$ cat src/rtl/hft_pkg.sv
// rtl/hft_pkg.sv - shared order-book types: book entry, message type and decoded message
// Ports: none (package). Used by order_fifo, order_dispatcher and order_book.
package hft_pkg;

    typedef struct packed {
        logic [15:0] price;
        logic [15:0] order_id;
        logic [15:0] quantity;
    } book_entry;

    typedef enum logic [1:0] {
        MSG_ADD    = 2'd0,
        MSG_CANCEL = 2'd1,
        MSG_DELETE = 2'd2,
        MSG_RSVD   = 2'd3
    } msg_type_e;

    typedef struct packed {
        msg_type_e   msg_type;
        logic [15:0] price;
        logic [15:0] order_id;
        logic [15:0] quantity;
    } order_msg;

endpackage

$ cat src/rtl/order_fifo.sv
// rtl/order_fifo.sv - synchronous FIFO of order_msg with occupancy, full and empty
// Ports: clk, rst (async active-low), push/push_data, pop/pop_data (head, valid when !empty),
//        count (occupancy), full, empty. Push while full and pop while empty are ignored.
module order_fifo
    import hft_pkg::*;
#(
    parameter int DEPTH = 8
) (
    input  logic                   clk,
    input  logic                   rst,
    input  logic                   push,
    input  order_msg               push_data,
    input  logic                   pop,
    output order_msg               pop_data,
    output logic [$clog2(DEPTH):0] count,
    output logic                   full,
    output logic                   empty
);

    localparam int AW = $clog2(DEPTH);
    localparam int CW = AW + 1;

    order_msg        mem [DEPTH];
    logic [AW-1:0]   wr_ptr;
    logic [AW-1:0]   rd_ptr;
    logic            do_push;
    logic            do_pop;

    assign full     = (count == CW'(DEPTH));
    assign empty    = (count == '0);
    assign do_push  = push & ~full;
    assign do_pop   = pop & ~empty;
    assign pop_data = mem[rd_ptr];

    // DEPTH is a power of two, so pointers wrap by natural overflow.
    always_ff @(posedge clk or negedge rst) begin
        if (!rst) begin
            wr_ptr <= '0;
            rd_ptr <= '0;
            count  <= '0;
        end else begin
            if (do_push) wr_ptr <= wr_ptr + 1'b1;
            if (do_pop)  rd_ptr <= rd_ptr + 1'b1;
            case ({do_push, do_pop})
                2'b10:   count <= count + 1'b1;
                2'b01:   count <= count - 1'b1;
                default: count <= count;
            endcase
        end
    end

    always_ff @(posedge clk) begin
        if (do_push) mem[wr_ptr] <= push_data;
    end

endmodule

$ cat src/rtl/order_dispatcher.sv
// rtl/order_dispatcher.sv - buffers decoded add/cancel/delete messages and issues them to order_book
// Ports: clk, rst (async active-low); in_valid/in_ready/in_type/in_price/in_order_id/in_quantity
//        message input; book_busy from order_book; start_book issue pulse with held fields
//        incoming_order, request_type, delete_flag, cancel_order_id, cancel_quantity;
//        status fifo_count, drop_count, idle; add_count/cancel_count/delete_count statistics.
// Build option: DISPATCH_STATS_EN builds the saturating issue counters; otherwise they read 0.
module order_dispatcher
    import hft_pkg::*;
#(
    parameter int DEPTH       = 8,
    parameter int ACK_TIMEOUT = 4
) (
    input  logic                   clk,
    input  logic                   rst,
    input  logic                   in_valid,
    output logic                   in_ready,
    input  logic [1:0]             in_type,
    input  logic [15:0]            in_price,
    input  logic [15:0]            in_order_id,
    input  logic [15:0]            in_quantity,
    input  logic                   book_busy,
    output book_entry              incoming_order,
    output logic                   start_book,
    output logic                   request_type,
    output logic                   delete_flag,
    output logic [15:0]            cancel_order_id,
    output logic [15:0]            cancel_quantity,
    output logic [$clog2(DEPTH):0] fifo_count,
    output logic [7:0]             drop_count,
    output logic                   idle,
    output logic [15:0]            add_count,
    output logic [15:0]            cancel_count,
    output logic [15:0]            delete_count
);

    typedef enum logic [1:0] {S_IDLE, S_WAIT_ACK, S_WAIT_DONE} state_e;

    localparam int            TW       = (ACK_TIMEOUT > 1) ? $clog2(ACK_TIMEOUT) : 1;
    localparam logic [TW-1:0] TMO_LAST = TW'(ACK_TIMEOUT - 1);

    state_e   state, state_nxt;
    logic [TW-1:0] ack_timer;
    logic     issue;
    logic     full, empty;
    logic     accept, push;
    order_msg head;
    order_msg push_data;

    // in_ready comes only from the registered occupancy, never from a same-cycle pop.
    assign in_ready  = rst & ~full;
    assign accept    = in_valid & in_ready;
    assign push      = accept & (in_type != MSG_RSVD);
    assign push_data = {in_type, in_price, in_order_id, in_quantity};
    assign idle      = (state == S_IDLE) & empty;

    order_fifo #(.DEPTH(DEPTH)) u_fifo (
        .clk       (clk),
        .rst       (rst),
        .push      (push),
        .push_data (push_data),
        .pop       (issue),
        .pop_data  (head),
        .count     (fifo_count),
        .full      (full),
        .empty     (empty)
    );

    always_ff @(posedge clk or negedge rst) begin
        if (!rst) begin
            state     <= S_IDLE;
            ack_timer <= '0;
        end else begin
            state     <= state_nxt;
            ack_timer <= (state == S_WAIT_ACK) ? ack_timer + 1'b1 : '0;
        end
    end

    always_comb begin
        state_nxt = state;
        issue     = 1'b0;
        case (state)
            S_IDLE: begin
                if (!empty && !book_busy) begin
                    issue     = 1'b1;
                    state_nxt = S_WAIT_ACK;
                end
            end
            S_WAIT_ACK: begin
                // A book that never raises busy is treated as having finished instantly.
                if (book_busy)                   state_nxt = S_WAIT_DONE;
                else if (ack_timer == TMO_LAST)  state_nxt = S_IDLE;
            end
            S_WAIT_DONE: begin
                if (!book_busy) state_nxt = S_IDLE;
            end
            default: state_nxt = S_IDLE;
        endcase
    end

    // Field outputs only change on an issue edge, so they stay put for the whole book operation.
    always_ff @(posedge clk or negedge rst) begin
        if (!rst) begin
            start_book      <= 1'b0;
            incoming_order  <= '0;
            request_type    <= 1'b0;
            delete_flag     <= 1'b0;
            cancel_order_id <= '0;
            cancel_quantity <= '0;
        end else begin
            start_book <= issue;
            if (issue) begin
                incoming_order  <= '0;
                request_type    <= 1'b1;
                delete_flag     <= 1'b0;
                cancel_order_id <= head.order_id;
                cancel_quantity <= '0;
                case (head.msg_type)
                    MSG_ADD: begin
                        incoming_order  <= '{price: head.price, order_id: head.order_id,
                                             quantity: head.quantity};
                        request_type    <= 1'b0;
                        cancel_order_id <= '0;
                    end
                    MSG_CANCEL: cancel_quantity <= head.quantity;
                    MSG_DELETE: delete_flag     <= 1'b1;
                    default:    cancel_order_id <= '0;
                endcase
            end
        end
    end

    always_ff @(posedge clk or negedge rst) begin
        if (!rst)                                                   drop_count <= '0;
        else if (accept && in_type == MSG_RSVD && drop_count != 8'hFF) drop_count <= drop_count + 1'b1;
    end

`ifdef DISPATCH_STATS_EN
    always_ff @(posedge clk or negedge rst) begin
        if (!rst) begin
            add_count    <= '0;
            cancel_count <= '0;
            delete_count <= '0;
        end else if (issue) begin
            if (head.msg_type == MSG_ADD    && add_count    != 16'hFFFF) add_count    <= add_count + 1'b1;
            if (head.msg_type == MSG_CANCEL && cancel_count != 16'hFFFF) cancel_count <= cancel_count + 1'b1;
            if (head.msg_type == MSG_DELETE && delete_count != 16'hFFFF) delete_count <= delete_count + 1'b1;
        end
    end
`else
    assign add_count    = '0;
    assign cancel_count = '0;
    assign delete_count = '0;
`endif

endmodule

$ cat config.mk
export PLATFORM = sky130hd
export DESIGN_NAME = order_dispatcher
export DESIGN_NICKNAME = d
export VERILOG_FILES = /design/src/rtl/hft_pkg.sv /design/src/rtl/order_fifo.sv /design/src/rtl/order_dispatcher.sv
export SDC_FILE = /design/constraint.sdc
export NUM_CORES = 1
export LEC_CHECK = 0
export ABC_AREA = 0
export CORE_ASPECT_RATIO = 1.1
export CORE_MARGIN = 2
export CORE_UTILIZATION = 45
export CTS_CLUSTER_SIZE = 30
export DETAILED_ROUTE_END_ITERATION = 10
export PLACE_DENSITY = 0.68
export SLEW_MARGIN = 20
export SYNTH_ARGS = -nofsm -noshare
export SYNTH_HDL_FRONTEND = slang
export SYNTH_HIERARCHICAL = 1
export SYNTH_SLANG_ARGS = --single-unit
$ cat constraint.sdc
create_clock -name clk -period 5.6 [get_ports clk]
set_clock_uncertainty 0.15 [all_clocks]
set_input_delay 1.12 -clock clk [delete_from_list [all_inputs] [get_ports clk]]
set_output_delay 1.12 -clock clk [all_outputs]
set_load 0.03 [all_outputs]
# Yosys cells after proc, flatten, opt, wreduce, memory -nomap -nowiden
# Memory sizes are Yosys's and may differ from the RTL's.
# Index checks and enable logic that the tools add are counted.
[op_classes] addsub=6 eq_ne=14 n_mux=16 bitwise_logic=8 reduce_logical=11
[ops] op="2-to-1 mux 48 bit" n=1
[ops] op="2-to-1 mux 16 bit" n=2
[ops] op="== test 2 bit, second input constant" n=5
[ops] op="2-to-1 mux 2 bit" n=5
[ops] op="adder 8 x 1 -> 8 bit, second input constant" n=1
[ops] op="inequality test 8 bit, second input constant" n=1
[ops] op="case mux 4 bit (2 select lines)" n=1
[ops] op="adder 3 x 1 -> 3 bit, second input constant" n=2
[ops] op="bitwise AND 1 bit" n=6
[ops] op="== test 2 x 1 -> 1 bit, second input constant" n=3
[ops] op="2-to-1 mux 1 bit" n=6
[ops] op="case mux 2 bit (3 select lines)" n=1
[ops] op="adder 4 x 1 -> 4 bit, second input constant" n=1
[ops] op="== test 4 bit, second input constant" n=1
[ops] op="zero test 2 bit" n=2
[ops] op="zero test 4 bit" n=1
[ops] op="inequality test 2 bit, second input constant" n=2
[ops] op="subtractor 4 x 1 -> 4 bit, second input constant" n=1
[ops] op="logical AND 1 bit" n=3
[ops] op="inequality test 3 x 2 -> 1 bit, second input constant" n=1
[ops] op="AND reduction 3 bit" n=1
[ops] op="adder 2 x 1 -> 2 bit, second input constant" n=1
[ops] op="zero test 1 bit" n=2
[ops] op="inequality test 2 x 1 -> 1 bit, second input constant" n=1
[ops] op="other kinds (3)" n=4
[word_totals] ff_bits=105 ram_bits=400 n_memories=1
[mem_list] name="u_fifo.mem" words=8 width=50 read_ports=1 rd_ports_with_merged_regs=0 wr=1 line="order_fifo.sv:23" rtl="order_msg mem [DEPTH];"

# Depth between registers and ports, before layout
# Gate-level depths: netlist of run 1.
[depth] word_depth=8 depth_mapped=12 ltp_nobuf=10

# By module
# Netlist of run 1, hierarchy kept.
[modules_own_cells] module="order_fifo" instances=1 cells_each=645 area_per_inst_um2=15947.8 seq_area_each_um2=12261.8
[modules_own_cells] module="order_dispatcher" instances=1 cells_each=464 area_per_inst_um2=4340.4 seq_area_each_um2=2377.3

# Worst setup path after synthesis of run 1
# No wires, ideal clock.
[synth_path] path_kind="input to register" start="in rst" end="mem u_fifo/mem[1][0] (netlist name) (enable)" setup_time_ns=0.519 arrival_time_ns=5.125 required_time_ns=4.931 setup_slack_ns=-0.194 cell_stages=4 cell_sequence="nand3b_1 > a21oi_1 > nand3_1 > nor3_1"
[synth_via] elab_chain_len=6
[synth_lines] element="start: declaration" line="order_dispatcher.sv:14" rtl="input logic rst,"
[synth_lines] element="bitwise AND 1 bit" line="order_dispatcher.sv:50" rtl="assign in_ready = rst & ~full;"
[synth_lines] element="bitwise AND 1 bit" line="order_dispatcher.sv:51" rtl="assign accept = in_valid & in_ready;"
[synth_lines] element="bitwise AND 1 bit" line="order_dispatcher.sv:52" rtl="assign push = accept & (in_type != MSG_RSVD);"
[synth_lines] element="named net push" line="order_dispatcher.sv:45" rtl="logic accept, push;"
[synth_lines] element="bitwise AND 1 bit" line="order_fifo.sv:31" rtl="assign do_push = push & ~full;"
[synth_lines] element="2-to-1 mux 1 bit" line="order_fifo.sv:53" rtl="if (do_push) mem[wr_ptr] <= push_data;"
[synth_lines] element="2-to-1 mux 1 bit (not written as such)" line="order_fifo.sv:53"
[synth_lines] element="end: declaration" line="order_fifo.sv:23"
# The timed path passes the listed nets, and every way through them passes these cells.

# Final worst setup path of run 1
[layout_path] start="in rst" end="out in_ready"
[layout_via] elab_chain_len=1
[layout_lines] element="bitwise AND 1 bit" line="order_dispatcher.sv:50"
[layout_lines] element="end: declaration" line="order_dispatcher.sv:16" rtl="output logic in_ready,"
# Every way passes these cells.

==> key figures, run 1 <==
Die
  • Die H: 226.7 µm
  • Core area: 44490 µm²
  • Site Rows: 81
  • I/O pins: 199
  • Die X: roughly 210 µm
  • Initial core utilization: 0.4560
  • DIE AREA: ~47000 µm²

Worst setup path
  • Crit start category: primary input
  • Arr. time, crit path: approximately 2.7 ns
  • Reg2reg end: u_fifo/mem[7][33]$_DFFE_PP_
  • Reg2reg path depth: 7
  • FF-to-FF Start: u_fifo/count[0]$_DFFE_PN0P_
  • Worst Setup End Kind: output port
  • Crit Path Class: primary input to output port
  • Flop2flop setup slack: about 1.9 ns
  • CP max FO: 48
  • Critical Path RT: approximately 4.3 ns

Drt
  • Post-Route WL: between 40000 and 50000 µm
  • DRC Markers: 0
  • Detail Route Antenna Nets: 0
  • Routed vias/inst: 5.389
  • First-pass detailed-route iteration total: 5
  • Vias: about 10000
  • Violation count after the first detailed-route iteration: ~730
  • Drt wl/cell: approximately 22 µm

STA
  • Slew HR: 0.3869
  • Worst-Margin Slew: slightly above 0.9 ns
  • Final Hold Vio Count: 0
  • Max-slew violations: 0
  • RSZ-0062 raised after global routing: no
  • Tcrit/Tclk final: 0.7009
  • Tmin final: between 3 and 4 ns
  • Fmax: 254.8 MHz
  • Setup-failing EPs final: 0
  • Fin Setup TNS: 0 ns
  • WHS: 0.2931 ns

Clock network
  • CTS Buf Count: 49
  • CTS H-tree depth: 2
  • CTS tree: done
  • CTS Buffer Depth: 3
  • Post-CTS Hold Buffers: 0
  • Root buffer cell: clkbuf_16
  • Worst-path clk slew: ~0.06 ns
  • CTS-repair resized insts: 0
  • # Post-CTS Setup Buffers: 0
  • Clock Latency Late Sink: between 0.5 and 0.6 ns
  • Clock Sinks: roughly 500

Outcome
  • Outcome: finished clean

Logic synthesis
  • Sequential fraction of the synthesis area: 0.7216
  • Mapped cell area: a little over 20000 µm²
  • Synth cell types: 49
  • Yosys warnings: 6
  • Synthesized netlist cell count: about 1100
  • Number of enable flip-flop cells after synthesis: 400
  • Ys async rst share: 0.2079
  • Seq cells post-synth: slightly above 500
  • Mapped Avg Cell Area: roughly 18 µm²
  • Synth Flop Type: edfxtp_1

Job
  • Max Cap Viol: 0

Min path
  • Hold Crit Class: flip-flop to flip-flop
  • Worst hold start: ack_timer[0]$_DFF_PN0_
  • Hold worst-path end: ack_timer[0]$_DFF_PN0_
  • Worst hold path depth: 1

Power and ir drop
  • PwrDens: between 500 and 600 nW/µm²
  • VDD IR-drop max: ~0.30 mV
  • Static leakage: 8.665 nW

Placement
  • DP Cell Count: between 1500 and 2000
  • Routability cong.: a little under 0.8
  • Hpwl dp: about 25000 µm
  • I/O Buffers: 150

Global routing
  • First-pass GRT wire length: ~64000 µm
  • Vias in the first global route: about 10000
  • GRT Overall Usage: 0.1835
  • Largest net degree at the start of global routing: 84
  • Initial antenna violation count: 3
  • Remaining global-route overflow: 0

Cells and area
  • Syn-to-layout area delta: 16.87%
  • Fillers: around 3500
  • Layout Cells excl Fill: roughly 1900
  • Fraction of layout cells with a size suffix above 1: 0.1522
  • Nets@finish: about 1300
==> per-layer routing <==
layer / global-route usage / routed length (µm) / vias to the layer above
met1: 0.2597 / 18470 / 5293
met2: 0.2995 / 20430 / 316
li1: - / - / 4548
met4: 0.04539 / 776 / 4
met5: 0 / 23 / -
met3: 0.02918 / 2059 / 57
==> cell type report <==
cell class              count  area, µm²  area share
well taps                 581      726.9     0.03066
multi-input cells         537       5057      0.2133
repair buffers            171       1682     0.07092
clock buffers              60       1297     0.05472
diodes                      1      2.502   0.0001055
clock inverters            31      255.2     0.01076
flip-flops and latches    505      14650      0.6178
inverters                  10      42.54    0.001794
==> state kept, by name (all words and copies together) (netlist names) <==
name / cells
u_fifo/wr_ptr: 3
cancel_quantity: 16
cancel_order_id: 16
u_fifo/count: 4
delete_flag: 1
request_type: 1
drop_count: 8
ack_timer: 2
u_fifo/mem: 400
state: 2
start_book: 1
incoming_order: 48
u_fifo/rd_ptr: 3
==> stage by stage <==
step	util	power [mW]	setup WS, ns	area [µm²]
after floorplan	-	7.660	1.141	20470
after global placement	0.4980	8.956	1.361	22160
after detailed placement	0.4980	9.019	1.297	22160
after CTS	0.5329	12.18	1.599	23710
after global routing	0.5329	12.62	1.532	23710
final	0.5329	12.03	1.675	23710
==> how the worst max path moves through the flow <==
stage | from | to | slack, ns | cells after the start
after floorplan | rst | u_fifo/mem[7][0]$_DFFE_PP_ | 1.14 | 4
after global placement | in_type[1] | u_fifo/mem[7][32]$_DFFE_PP_ | 1.36 | 5
after detailed placement | in_type[1] | u_fifo/mem[7][29]$_DFFE_PP_ | 1.30 | 5
after CTS | rst | in_ready | 1.60 | 4
after global routing | rst | in_ready | 1.53 | 4
final | rst | in_ready | 1.67 | 4
==> cells in the mapped netlist, types with 2 or more instances <==
cell	n	share of area
ha_1	10	0.0062
and4_1	2	0.00086
nand2_1	173	0.032
edfxtp_1	400	0.59
nor2_1	10	0.0019
nor2b_1	2	0.00062
buf_8	8	0.0059
nor3b_1	5	0.0019
mux2_2	54	0.030
xor2_1	4	0.0017
mux4_2	32	0.036
nand3_1	85	0.021
a21oi_1	4	0.00099
xnor2_1	6	0.0026
nand2b_1	3	0.00093
inv_1	9	0.0017
buf_2	3	0.00074
nand4_1	2	0.00062
and3_1	2	0.00062
clkbuf_1	19	0.0035
dfrtp_1	105	0.13
mux4_1	68	0.088
buf_1	8	0.0015
buf_4	48	0.018
buf_6	18	0.010
mux2i_1	2	0.00099
or4b_1	2	0.00099
nand3b_1	2	0.00074
nor3_1	3	0.00074
==> cells by family after synthesis <==
group,synth area share
xor gates and xnor gates,0.004317
DFF,0.7216
buffers and inverters,0.04150
AOI/OAI and AO/OA,0.005366
muxes,0.1551
adders and majority gates,0.007154
other,0.0001848
and+or+nand+nor,0.06482
==> placed cells by master (no fill, tap or decap), types with 3 or more instances in the layout <==
cell type        count
xor2_1               4
nand2_1            173
buf_4               20
clkdlybuf4s50_1    149
nor3b_1              5
mux4_2              32
clkbuf_16           49
nor2_1               4
clkbuf_1             8
a21oi_1              4
inv_1                9
dfrtp_1            102
clkbuf_8             3
conb_1              48
xnor2_1              6
clkinv_1             9
mux4_1              68
nor2_4               6
mux2_2              54
nand3_1             85
ha_1                 9
nand2b_1             3
clkinv_2            13
edfxtp_1           400
==> power by group <==
group	leakage, nW	switching [mW]	internal [mW]
sequential	4.99	0.383	4.56
combinational	2.91	2.28	1.66
clock	0.766	1.39	1.76
==> critical path, cell delays in order <==
cell and delay [ns]:
buf_4 0.10, buf_4 0.55, nor2b_1 0.21, clkdlybuf4s50_1 0.67
No activity file was read; power rests on OpenSTA's default activity.
==> inputs of run 2 (changes only) <==
Settings changed: PLACE_DENSITY 0.68 to 0.65.
Clock period 5.6 ns to 4.04 ns, I/O delays scaled along.
==> key figures, run 2 (same netlist as run 1, synthesis figures left out) <==
Outcome
  • Outcome: finished clean (unchanged)

Cells and area
  • Syn-to-layout area delta: 17.90% (was 16.87%)
  • Layout Cells excl Fill: 1908 (was 1896)
  • Leading cell types in the layout, fill and taps excluded: edfxtp_1, nand2_1, clkdlybuf4s50_1, dfrtp_1, nand3_1 (unchanged)
  • Most common cell after layout, fill and taps aside: edfxtp_1 (unchanged)
  • Fillers: 3502 (was 3469)
  • Biggest regs: u_fifo/mem (400), incoming_order (48) (unchanged)
  • Fraction of layout cells with a size suffix above 1: 0.1526 (was 0.1522)
  • Nets@finish: 1349 (was 1339)
  • Reg with most FFs: u_fifo/mem (unchanged)
  • Max reg flops: 400 (unchanged)

Die
  • I/O pins: 199 (unchanged)
  • Die H: 226.7 µm (unchanged)
  • Site Rows: 81 (unchanged)
  • Initial core utilization: 0.4560 (unchanged)
  • Die X: 206.5 µm (unchanged)
  • Core area: 44490 µm² (unchanged)
  • DIE AREA: 46800 µm² (unchanged)

Placement
  • DP Cell Count: 1812 (was 1804)
  • I/O Buffers: 150 (unchanged)
  • Routability cong.: 0.7708 (was 0.7933)
  • Pre-CTS setup slack: 0.3146 ns (was 1.297 ns)
  • Hpwl dp: 23780 µm (was 25220 µm)

Drt
  • Post-Route WL: 41750 µm (about the same)
  • DRC Markers: 0 (unchanged)
  • Detail Route Antenna Nets: 0 (unchanged)
  • WL met3: 2560 µm (was 2059 µm)
  • Drt wl/cell: 21.88 µm (was 22.02 µm)
  • Violation count after the first detailed-route iteration: 662 (was 729)
  • Vias: 10260 (was 10220)
  • First-pass detailed-route iteration total: 4 (was 5)
  • Routed length on met2: 20540 µm (was 20430 µm)
  • Top Layer Used: met5 (unchanged)
  • WL met1: 17810 µm (was 18470 µm)
  • Routed vias/inst: 5.377 (was 5.389)

Worst setup path
  • CP max-delay cell: clkdlybuf4s50_1 (unchanged)
  • Worst path bufs/invs: 2 (was 3)
  • Critical Path RT: 3.08 ns (was 4.33 ns)
  • Worst stage delay on the critical path: 0.71 ns (was 0.67 ns)
  • Worst Setup End Kind: output port (unchanged)
  • CP Cell Sequence: buf_4, nor4_1, nor3b_1, clkdlybuf4s50_1 (was buf_4, buf_4, nor2b_1, clkdlybuf4s50_1)
  • CP max FO: 7 (was 48)
  • Crit start category: flip-flop (was primary input)
  • Arr. time, crit path: 2.50 ns (was 2.66 ns)
  • Crit Path Class: flip-flop to output port (was primary input to output port)
  • Cell family with most CP delay: buffers and inverters (unchanged)

Clock network
  • Post-CTS Hold Buffers: 0 (unchanged)
  • Root buffer cell: clkbuf_16 (unchanged)
  • CTS Buf Count: 51 (was 49)
  • CTS Buffer Depth: 3 (unchanged)
  • CTS tree: done (unchanged)
  • Clock Sinks: 505 (unchanged)
  • Clock Latency Late Sink: 0.57 ns (was 0.58 ns)
  • Worst-path clk slew: 0.06 ns (about the same)
  • # Post-CTS Setup Buffers: 0 (unchanged)
  • CTS H-tree depth: 2 (unchanged)
  • CTS-repair resized insts: 0 (unchanged)

Min path
  • Hold Crit Class: primary input to asynchronous set/reset pin (was flip-flop to flip-flop)

STA
  • Worst-Margin Slew: 1.002 ns (was 0.9196 ns)
  • Setup WS post-layout: 0.5785 ns (was 1.675 ns)
  • Fmax: ~290 MHz
  • Setup-failing EPs final: 0 (unchanged)
  • Tcrit/Tclk final: 0.8568
  • RSZ-0062 raised after global routing: no (unchanged)
  • Slew HR: 0.3320 (was 0.3869)
  • Final Hold Vio Count: 0 (unchanged)
  • Max-slew violations: 0 (unchanged)
  • Tmin final: 3.462 ns

Power and ir drop
  • VDD IR-drop max: 0.4752 mV (was 0.3004 mV)
  • Static leakage: 8.746 nW (was 8.665 nW)
  • Pwr Total: 16.80 mW (was 12.03 mW)
  • PwrDens: 702.2 nW/µm² (was 507.6 nW/µm²)

Global routing
  • Initial antenna violation count: 6 (was 3)
  • GRT Overall Usage: 0.1830 (was 0.1835)
  • Vias in the first global route: 10420 (was 10370)
  • Largest net degree at the start of global routing: 83 (was 84)
  • Remaining global-route overflow: 0 (unchanged)
  • First-pass GRT wire length: 62940 µm (was 63810 µm)

Job
  • Max Cap Viol: 0 (unchanged)
==> run 2: routing by layer <==
layer,track usage,vias up
li1,-,4578
met1,0.2471,5297
met2,0.3034,322
met3,0.03564,56
met4,0.05253,6
met5,0,-
==> run 2: final timing paths <==
kind,from,endpoint,slack [ns],cells past startpoint
max in group asynchronous,rst,u_fifo/rd_ptr[1]$_DFFE_PN0P_,2.12,3
worst min-delay path,rst,incoming_order[42]$_DFFE_PN0P_,0.22,2
min in group clk,ack_timer[0]$_DFF_PN0_,ack_timer[0]$_DFF_PN0_,0.30,1
worst max-delay path,u_fifo/count[0]$_DFFE_PN0P_,idle,0.58,4
worst max register to register,u_fifo/count[3]$_DFFE_PN0P_,u_fifo/count[3]$_DFFE_PN0P_,0.62,10
worst min register to register,ack_timer[0]$_DFF_PN0_,ack_timer[0]$_DFF_PN0_,0.30,1
==> run 2: through the flow <==
stage	hold WS [ns]	area (µm²)	TNS [ns]	util
floorplan	0.2639	20470	-99.11	-
global placement	0.2758	22320	0	0.5017
detailed placement	0.3009	22320	0	0.5017
CTS	0.2186	23910	0	0.5375
global route	0.2675	23910	0	0.5375
finish	0.2185	23920	0	0.5376
==> run 2: power breakdown <==
group          internal [mW]  switching, mW  total [mW]
clock network           2.61           1.85        4.46
registers               6.32          0.459        6.78
logic                   2.34           3.21        5.55
total                   11.3           5.52        16.8
==> run 2: cell type report <==
| cell class | count | area [µm²] | share of cell area |
|---|---|---|---|
| multi-input cells | 537 | 5057 | 0.2114 |
| inverters | 10 | 42.54 | 0.001778 |
| diodes | 3 | 7.507 | 0.0003138 |
| clock buffers | 76 | 1461 | 0.06109 |
| well taps | 581 | 726.9 | 0.03039 |
| flip-flops and latches | 505 | 14650 | 0.6125 |
| repair buffers | 179 | 1846 | 0.07715 |
| clock inverters | 17 | 128.9 | 0.005388 |
